[config.mk]
export PLATFORM = sky130hd
export DESIGN_NAME = sram_controller_flat
export DESIGN_NICKNAME = d
export VERILOG_FILES = /design/src/rtl/arm_mem_pkg.sv /design/src/rtl/sram_controller_if.sv /design/src/rtl/sram_wait_counter.sv /design/src/rtl/sram_controller.sv /design/src/flat_wrapper.sv
export SDC_FILE = /design/constraint.sdc
export NUM_CORES = 1
export LEC_CHECK = 0
export ABC_AREA = 1
export CAP_MARGIN = 10
export CORE_UTILIZATION = 39
export DETAILED_ROUTE_END_ITERATION = 6
export GPL_ROUTABILITY_DRIVEN = 0
export PLACE_DENSITY = 0.79
export SLEW_MARGIN = 20
export SYNTH_ARGS = -nofsm -noshare
export SYNTH_HDL_FRONTEND = slang
export SYNTH_HIERARCHICAL = 1
export SYNTH_SLANG_ARGS = --single-unit
[constraint.sdc]
create_clock -name clk -period 1.7 [get_ports clk]
set_input_delay 0.34 -clock clk [delete_from_list [all_inputs] [get_ports clk]]
set_output_delay 0.34 -clock clk [all_outputs]
set_load 0.02 [all_outputs]
[src/rtl/arm_mem_pkg.sv]
`default_nettype none
// ============================================================================
// Module      : arm_mem_pkg
// Description : Shared definitions for the MEM-stage SRAM controller.
//               Holds the SRAM geometry, the default byte base address,
//               the controller FSM encoding and the byte-to-word address
//               mapping helper.
// Revision    : 1.0 - initial release
// ============================================================================
package arm_mem_pkg;

    localparam int          SRAM_ADDR_W       = 18;
    localparam int          SRAM_DATA_W       = 16;
    localparam int          CPU_DATA_W        = 32;
    localparam logic [31:0] BASE_ADDR_DEFAULT = 32'd1024;

    // Wide enough for the largest legal WAIT_CYCLES (15).
    localparam int          WAIT_CNT_W        = 4;

    typedef enum logic [1:0] {
        ST_IDLE = 2'd0,
        ST_LO   = 2'd1,
        ST_HI   = 2'd2,
        ST_DONE = 2'd3
    } sram_state_t;

    // 32-bit word index inside the SRAM. The subtraction wraps modulo 2^32
    // and everything above the SRAM size is dropped, so out-of-range
    // addresses alias silently; byte-offset bits [1:0] are discarded.
    function automatic logic [SRAM_ADDR_W-2:0] sram_word_index(
        input logic [31:0] byte_addr,
        input logic [31:0] base
    );
        return (SRAM_ADDR_W-1)'((byte_addr - base) >> 2);
    endfunction

endpackage : arm_mem_pkg
`default_nettype wire

[src/rtl/sram_controller_if.sv]
`default_nettype none
// ============================================================================
// Module      : sram_controller_if
// Description : Bundle of the pipeline-side request/response signals and
//               the external SRAM pins of the SRAM controller.
//   Pipeline side : wr_en, rd_en, address, write_data -> read_data, ready
//   SRAM side     : sram_addr, sram_dq_out, sram_dq_oe, sram_we_n,
//                   sram_dq_in (read data returned by the device)
//   Modports      : slave  - the controller
//                   master - the environment (pipeline + SRAM device)
// Revision    : 1.0 - initial release
// ============================================================================
interface sram_controller_if;

    logic                                  wr_en;
    logic                                  rd_en;
    logic [31:0]                           address;
    logic [31:0]                           write_data;
    logic [31:0]                           read_data;
    logic                                  ready;
    logic [arm_mem_pkg::SRAM_ADDR_W-1:0]   sram_addr;
    logic [arm_mem_pkg::SRAM_DATA_W-1:0]   sram_dq_out;
    logic [arm_mem_pkg::SRAM_DATA_W-1:0]   sram_dq_in;
    logic                                  sram_dq_oe;
    logic                                  sram_we_n;

    modport slave (
        input  wr_en, rd_en, address, write_data, sram_dq_in,
        output read_data, ready, sram_addr, sram_dq_out, sram_dq_oe, sram_we_n
    );

    modport master (
        output wr_en, rd_en, address, write_data, sram_dq_in,
        input  read_data, ready, sram_addr, sram_dq_out, sram_dq_oe, sram_we_n
    );

endinterface : sram_controller_if
`default_nettype wire

[src/rtl/sram_wait_counter.sv]
`default_nettype none
// ============================================================================
// Module      : sram_wait_counter
// Description : Loadable down-counter timing each SRAM half access.
//   clk          : clock
//   rst          : synchronous active-high reset (count -> 0)
//   i_load       : load i_load_value (has priority over decrement)
//   i_load_value : value to load
//   i_dec        : decrement by one, saturating at zero
//   o_zero       : count is zero (last cycle of the current half)
// Revision    : 1.0 - initial release
// ============================================================================
module sram_wait_counter #(
    parameter int WIDTH = 4
) (
    input  wire logic             clk,
    input  wire logic             rst,
    input  wire logic             i_load,
    input  wire logic [WIDTH-1:0] i_load_value,
    input  wire logic             i_dec,
    output logic                  o_zero
);

    logic [WIDTH-1:0] r_count;

    always_ff @(posedge clk) begin
        if (rst) begin
            r_count <= '0;
        end else if (i_load) begin
            r_count <= i_load_value;
        end else if (i_dec && (r_count != '0)) begin
            r_count <= r_count - WIDTH'(1);
        end
    end

    assign o_zero = (r_count == '0);

endmodule : sram_wait_counter
`default_nettype wire

[src/rtl/sram_controller.sv]
`default_nettype none
// ============================================================================
// Module      : sram_controller
// Description : MEM-stage bridge from 32-bit loads/stores to a 16-bit
//               asynchronous SRAM. Each access is split into a lower and an
//               upper half of WAIT_CYCLES cycles each; the pipeline is frozen
//               (ready low) until the transfer reaches DONE.
//   clk, rst : clock, synchronous active-high reset
//   bus      : sram_controller_if.slave
//              wr_en/rd_en/address/write_data in, read_data/ready out,
//              sram_addr/sram_dq_out/sram_dq_oe/sram_we_n out, sram_dq_in in
// Parameters : WAIT_CYCLES (1..15) cycles per half access
//              BASE_ADDR   byte address mapped to SRAM word 0
// Revision    : 1.0 - initial release
// ============================================================================
module sram_controller
    import arm_mem_pkg::*;
#(
    parameter int          WAIT_CYCLES = 2,
    parameter logic [31:0] BASE_ADDR   = BASE_ADDR_DEFAULT
) (
    input  wire logic         clk,
    input  wire logic         rst,
    sram_controller_if.slave  bus
);

    // The counter runs WAIT_CYCLES-1 .. 0 so that "zero" marks the last
    // cycle of a half; that cycle both captures read data and changes phase.
    localparam logic [WAIT_CNT_W-1:0] c_wait_load = WAIT_CNT_W'(WAIT_CYCLES - 1);

    sram_state_t            r_state;
    sram_state_t            w_next_state;
    logic                   r_is_write;
    logic [31:0]            r_addr;
    logic [31:0]            r_wdata;
    logic [31:0]            r_read_data;

    logic                   w_req;
    logic                   w_cnt_load;
    logic                   w_cnt_dec;
    logic                   w_cnt_zero;
    logic                   w_active;
    logic                   w_in_hi;
    logic [SRAM_ADDR_W-2:0] w_word;

    sram_wait_counter #(
        .WIDTH (WAIT_CNT_W)
    ) u_wait_counter (
        .clk          (clk),
        .rst          (rst),
        .i_load       (w_cnt_load),
        .i_load_value (c_wait_load),
        .i_dec        (w_cnt_dec),
        .o_zero       (w_cnt_zero)
    );

    // A simultaneous read+write request is serviced as a write.
    assign w_req = bus.wr_en | bus.rd_en;

    // ------------------------------------------------------------------
    // FSM state register
    // ------------------------------------------------------------------
    always_ff @(posedge clk) begin
        if (rst) begin
            r_state <= ST_IDLE;
        end else begin
            r_state <= w_next_state;
        end
    end

    // ------------------------------------------------------------------
    // FSM next state and counter control
    // ------------------------------------------------------------------
    always_comb begin
        w_next_state = r_state;
        w_cnt_load   = 1'b0;
        w_cnt_dec    = 1'b0;
        case (r_state)
            ST_IDLE: begin
                if (w_req) begin
                    w_next_state = ST_LO;
                    w_cnt_load   = 1'b1;
                end
            end
            ST_LO: begin
                if (w_cnt_zero) begin
                    w_next_state = ST_HI;
                    w_cnt_load   = 1'b1;
                end else begin
                    w_cnt_dec    = 1'b1;
                end
            end
            ST_HI: begin
                if (w_cnt_zero) begin
                    w_next_state = ST_DONE;
                end else begin
                    w_cnt_dec    = 1'b1;
                end
            end
            ST_DONE: begin
                w_next_state = ST_IDLE;
            end
            default: begin
                w_next_state = ST_IDLE;
            end
        endcase
    end

    // ------------------------------------------------------------------
    // Request latch and read-data capture. Inputs are only sampled in
    // IDLE, so changes while a transfer is in flight are ignored.
    // ------------------------------------------------------------------
    always_ff @(posedge clk) begin
        if (rst) begin
            r_is_write  <= 1'b0;
            r_addr      <= '0;
            r_wdata     <= '0;
            r_read_data <= '0;
        end else begin
            if ((r_state == ST_IDLE) && w_req) begin
                r_is_write <= bus.wr_en;
                r_addr     <= bus.address;
                r_wdata    <= bus.write_data;
            end
            if (!r_is_write && w_cnt_zero) begin
                if (r_state == ST_LO) begin
                    r_read_data[15:0]  <= bus.sram_dq_in;
                end
                if (r_state == ST_HI) begin
                    r_read_data[31:16] <= bus.sram_dq_in;
                end
            end
        end
    end

    // ------------------------------------------------------------------
    // Outputs. rst masks the strobes combinationally so a reset arriving
    // mid-write stops driving the SRAM in that very cycle.
    // ------------------------------------------------------------------
    assign w_active = ((r_state == ST_LO) || (r_state == ST_HI)) && !rst;
    assign w_in_hi  = (r_state == ST_HI);
    assign w_word   = sram_word_index(r_addr, BASE_ADDR);

    assign bus.ready = rst
                     | (r_state == ST_DONE)
                     | ((r_state == ST_IDLE) & ~w_req);

    always_comb begin
        bus.sram_addr   = '0;
        bus.sram_dq_out = '0;
        bus.sram_dq_oe  = 1'b0;
        bus.sram_we_n   = 1'b1;
        if (w_active) begin
            bus.sram_addr = {w_word, w_in_hi};
            if (r_is_write) begin
                bus.sram_we_n   = 1'b0;
                bus.sram_dq_oe  = 1'b1;
                bus.sram_dq_out = w_in_hi ? r_wdata[31:16] : r_wdata[15:0];
            end
        end
    end

    assign bus.read_data = r_read_data;

endmodule : sram_controller
`default_nettype wire
[src/flat_wrapper.sv]
// flat-port wrapper written by rule: the top's interface ports become plain ports
module sram_controller_flat import arm_mem_pkg::*;
#(
    parameter int          WAIT_CYCLES = 2,
    parameter logic [31:0] BASE_ADDR   = BASE_ADDR_DEFAULT
)
  (clk, rst, bus_wr_en, bus_rd_en, bus_address, bus_write_data, bus_sram_dq_in, bus_read_data, bus_ready, bus_sram_addr, bus_sram_dq_out, bus_sram_dq_oe, bus_sram_we_n);
  sram_controller_if bus_i ();
  input  wire logic clk;
  input  wire logic rst;
  input wire logic [$bits(bus_i.wr_en)-1:0] bus_wr_en;
  input wire logic [$bits(bus_i.rd_en)-1:0] bus_rd_en;
  input wire logic [$bits(bus_i.address)-1:0] bus_address;
  input wire logic [$bits(bus_i.write_data)-1:0] bus_write_data;
  input wire logic [$bits(bus_i.sram_dq_in)-1:0] bus_sram_dq_in;
  output wire logic [$bits(bus_i.read_data)-1:0] bus_read_data;
  output wire logic [$bits(bus_i.ready)-1:0] bus_ready;
  output wire logic [$bits(bus_i.sram_addr)-1:0] bus_sram_addr;
  output wire logic [$bits(bus_i.sram_dq_out)-1:0] bus_sram_dq_out;
  output wire logic [$bits(bus_i.sram_dq_oe)-1:0] bus_sram_dq_oe;
  output wire logic [$bits(bus_i.sram_we_n)-1:0] bus_sram_we_n;
  assign bus_i.wr_en = bus_wr_en;
  assign bus_i.rd_en = bus_rd_en;
  assign bus_i.address = bus_address;
  assign bus_i.write_data = bus_write_data;
  assign bus_i.sram_dq_in = bus_sram_dq_in;
  assign bus_read_data = bus_i.read_data;
  assign bus_ready = bus_i.ready;
  assign bus_sram_addr = bus_i.sram_addr;
  assign bus_sram_dq_out = bus_i.sram_dq_out;
  assign bus_sram_dq_oe = bus_i.sram_dq_oe;
  assign bus_sram_we_n = bus_i.sram_we_n;
  sram_controller #(.WAIT_CYCLES(WAIT_CYCLES), .BASE_ADDR(BASE_ADDR)) u_core (.clk(clk), .rst(rst), .bus(bus_i));
endmodule
==> run metrics <==
layout cells sized above 1=between 20% and 30%; Critical Path RT=roughly 1.4 ns; outcome=finished with violations; max-slew violations=0; Die Y-Extent=around 100 um; H-tree depth=3; Crit Path Category=reg2out; CTS tree=yes; FF-to-FF End=u_core/bus.read_data[18]$_SDFFE_PP0P_; post-synth top area cell=dfxtp_1; worst min-delay path endpoint=u_core/bus.read_data[29]$_SDFFE_PP0P_; worst-case clock skew=between 0.01 and 0.015 ns; total track usage=about a fifth; Max Clk Rate=about 500 MHz; Highest Signal Layer=met4; setup violators final=36; RSZ-0062 raised after global routing=yes; Lkg Pwr=2.73 nW; post-synth cell types=28; antenna violations before repair=0; clock latency on the worst-skew pair=0.35 ns; violated checks=negative setup slack; boundary pin count=roughly 150; vias per inst=around 4.7; largest net degree at the start of global routing=between 80 and 90; 1st-pass router iterations=4; worst hold path depth=2; vias in the first global route=roughly 3800; top-count cell post-synth=nor2_1; Initial Utilization=~41%; ant diodes=0; Post-synth ARST share=0%; die extent in x=approximately 100 um; Initial DRC Count=232; final worst path period need=~2 ns; TritonCTS Buffers=9; hold buffers post-CTS=0; Max VDD drop=~0.00090 V; Area contributors post-synth=dfxtp_1 (46%), nor2_1 (13%), o21ai_0 (11%); full die area=just over 10000 um^2; setup TNS=-7.91 ns; Power Dens Cells=between 1500 and 2000 nW/um^2; FF+latch count, synth=~90; Final Util=between 60% and 70%; FILL cells=between 800 and 900; clock sinks=88; Core Region=~9400 um^2; DR WL met2=~5300 um; clock tree buffer depth=2; first-pass GRT wire length=17100 um; setup slack after layout=-0.298 ns; final instance area=between 6000 and 7000 um^2; top-area cell type share of the netlist area=roughly 46%; most instantiated cells after synthesis=nor2_1 (129), dfxtp_1 (88), o21ai_0 (87); R2R cell count=7; fin crit share=118%; min-delay src=u_core/bus.read_data[29]$_SDFFE_PP0P_; YS warnings=6; post-synthesis sequential area ratio=roughly 46%; Post-Syn Area=around 3800 um^2; final hold vios=0; FF-to-FF Start=u_core/r_state[0]$_SDFFE_PP0P_; CTS Root Cell=clkbuf_8; area grow syn2layout=56.5%; DR DRC count=0; number of max-cap violations=0; EDFF count, synth=0; CTS clock-pin slew for the worst setup and hold paths=0.09 ns; Least-Margin Pin Slew=between 0.6 and 0.7 ns; detailed placer's ending HPWL=around 7600 um; ys flop type=dfxtp_1; crit end category=output pin; PortBufs=between 100 and 150; placed inst area=5680 um^2; Critical Path Fanout Max=17; relative slew slack=a little under three fifths; M1 WL=~4600 um; Setup crit start kind=flop; Rows=35; final WL=around 11000 um; WL met3=about 700 um; Post-Synthesis Cells=approximately 540; antenna viol nets, final=0; GRT overflow=0; HP Class=reg2reg; Avg Cell Area, Syn=around 7 um^2; nets@finish=between 700 and 800; worst reg2reg setup slack=0.11 ns; Worst EP arrival=1.66 ns; Vias=3950; Routed WL per cell=between 10 and 15 um
sequential cells by signal (all words and copies together) (netlist names):
register	flops
u_core/bus.read_data	32
u_core/r_wdata	32
u_core/r_addr	17
u_core/u_wait_counter/r_count	4
u_core/r_state	2
u_core/r_is_write	1
stage by stage:
step	hold WS [ns]	instances	power, mW	setup slack (ns)
finish	0.450	835	9.24	-0.298
global route	0.473	835	9.96	-0.396
CTS	0.453	833	9.14	-0.316
detailed placement	0.438	813	7.52	-0.655
global placement	0.435	813	7.37	-0.630
floorplan	0.402	538	5.78	-0.0160
per-layer routing:
layer / track usage, % / vias up
li1: - / 2035
met1: 25.1 / 1811
met2: 37.1 / 102
met3: 5.80 / 2
met4: 4.68 / 0
met5: 0 / -
area by class of cell:
cell class                 count  area (um^2)  area share (%)
clock buffer                  10          138            2.29
clock inverter                 6         75.1            1.25
inverter                      53          215            3.58
multi-input combinational    368         1920            32.0
sequential                    88         1760            29.4
tap                          129          161            2.69
timing repair buffer         181         1730            28.8
layout by cell type, fill, tap and decap left out, types with 2 or more instances in the layout:
| master | count |
|---|---|
| a21oi_2 | 8 |
| ha_1 | 3 |
| clkinv_4 | 2 |
| inv_1 | 38 |
| inv_2 | 10 |
| dlymetal6s2s_1 | 15 |
| dfxtp_1 | 86 |
| nor2_4 | 3 |
| o21ai_0 | 83 |
| buf_6 | 13 |
| buf_12 | 3 |
| dfxtp_2 | 2 |
| clkdlybuf4s50_1 | 84 |
| inv_8 | 2 |
| ha_4 | 4 |
| buf_4 | 63 |
| nand3_2 | 2 |
| nand3_1 | 10 |
| a21oi_1 | 41 |
| nor2_2 | 3 |
| nand2_4 | 3 |
| nor2_1 | 125 |
| a21oi_4 | 9 |
| inv_4 | 3 |
| nand2_1 | 55 |
| nand2_2 | 3 |
| conb_1 | 4 |
| o21ai_1 | 6 |
| clkbuf_8 | 10 |
where the power goes:
part,total [mW],switching [mW],internal [mW]
Sequential,2.98,0.305,2.67
Clock,1.51,0.768,0.740
Combinational,4.76,2.69,2.06
Total,9.24,3.77,5.48
kinds of logic after synthesis:
| family | Yosys count | synth area share (%) |
|---|---|---|
| AO/OA/AOI/OAI | 150 | 20.9 |
| buffers and inverters | 82 | 9.03 |
| AND/OR/NAND/NOR | 206 | 21.4 |
| other | 2 | 0.196 |
| XOR/XNOR | 1 | 0.228 |
| adder cells (fa/ha/maj) | 7 | 2.28 |
| flip-flops | 88 | 45.9 |
worst max-delay path by stage:
stage                                               from  cells after the start                  end
after global placement                               rst                      6        bus_sram_we_n
after global routing      u_core/r_state[1]$_SDFFE_PP0P_                      7   bus_sram_dq_out[2]
after CTS                 u_core/r_state[1]$_SDFFE_PP0P_                      7   bus_sram_dq_out[4]
after detailed placement                             rst                      6        bus_sram_we_n
final                     u_core/r_state[1]$_SDFFE_PP0P_                      7   bus_sram_dq_out[4]
after floorplan           u_core/r_state[0]$_SDFFE_PP0P_                      7  bus_sram_dq_out[10]
worst max-delay path: stages, from the launching register on:
cell and delay [ns]:
dfxtp_2 0.36, inv_2 0.05, ha_4 0.27, nand2_4 0.07
nor2_4 0.16, inv_8 0.11, a21oi_2 0.13, buf_4 0.15
what timing repair did:
item,4_1_cts,5_1_grt
pin swaps,5,5
endpoints found under the setup margin,41,77
resized for setup,210,30
setup buffers,4,2
No activity file was read; power rests on OpenSTA's default activity.
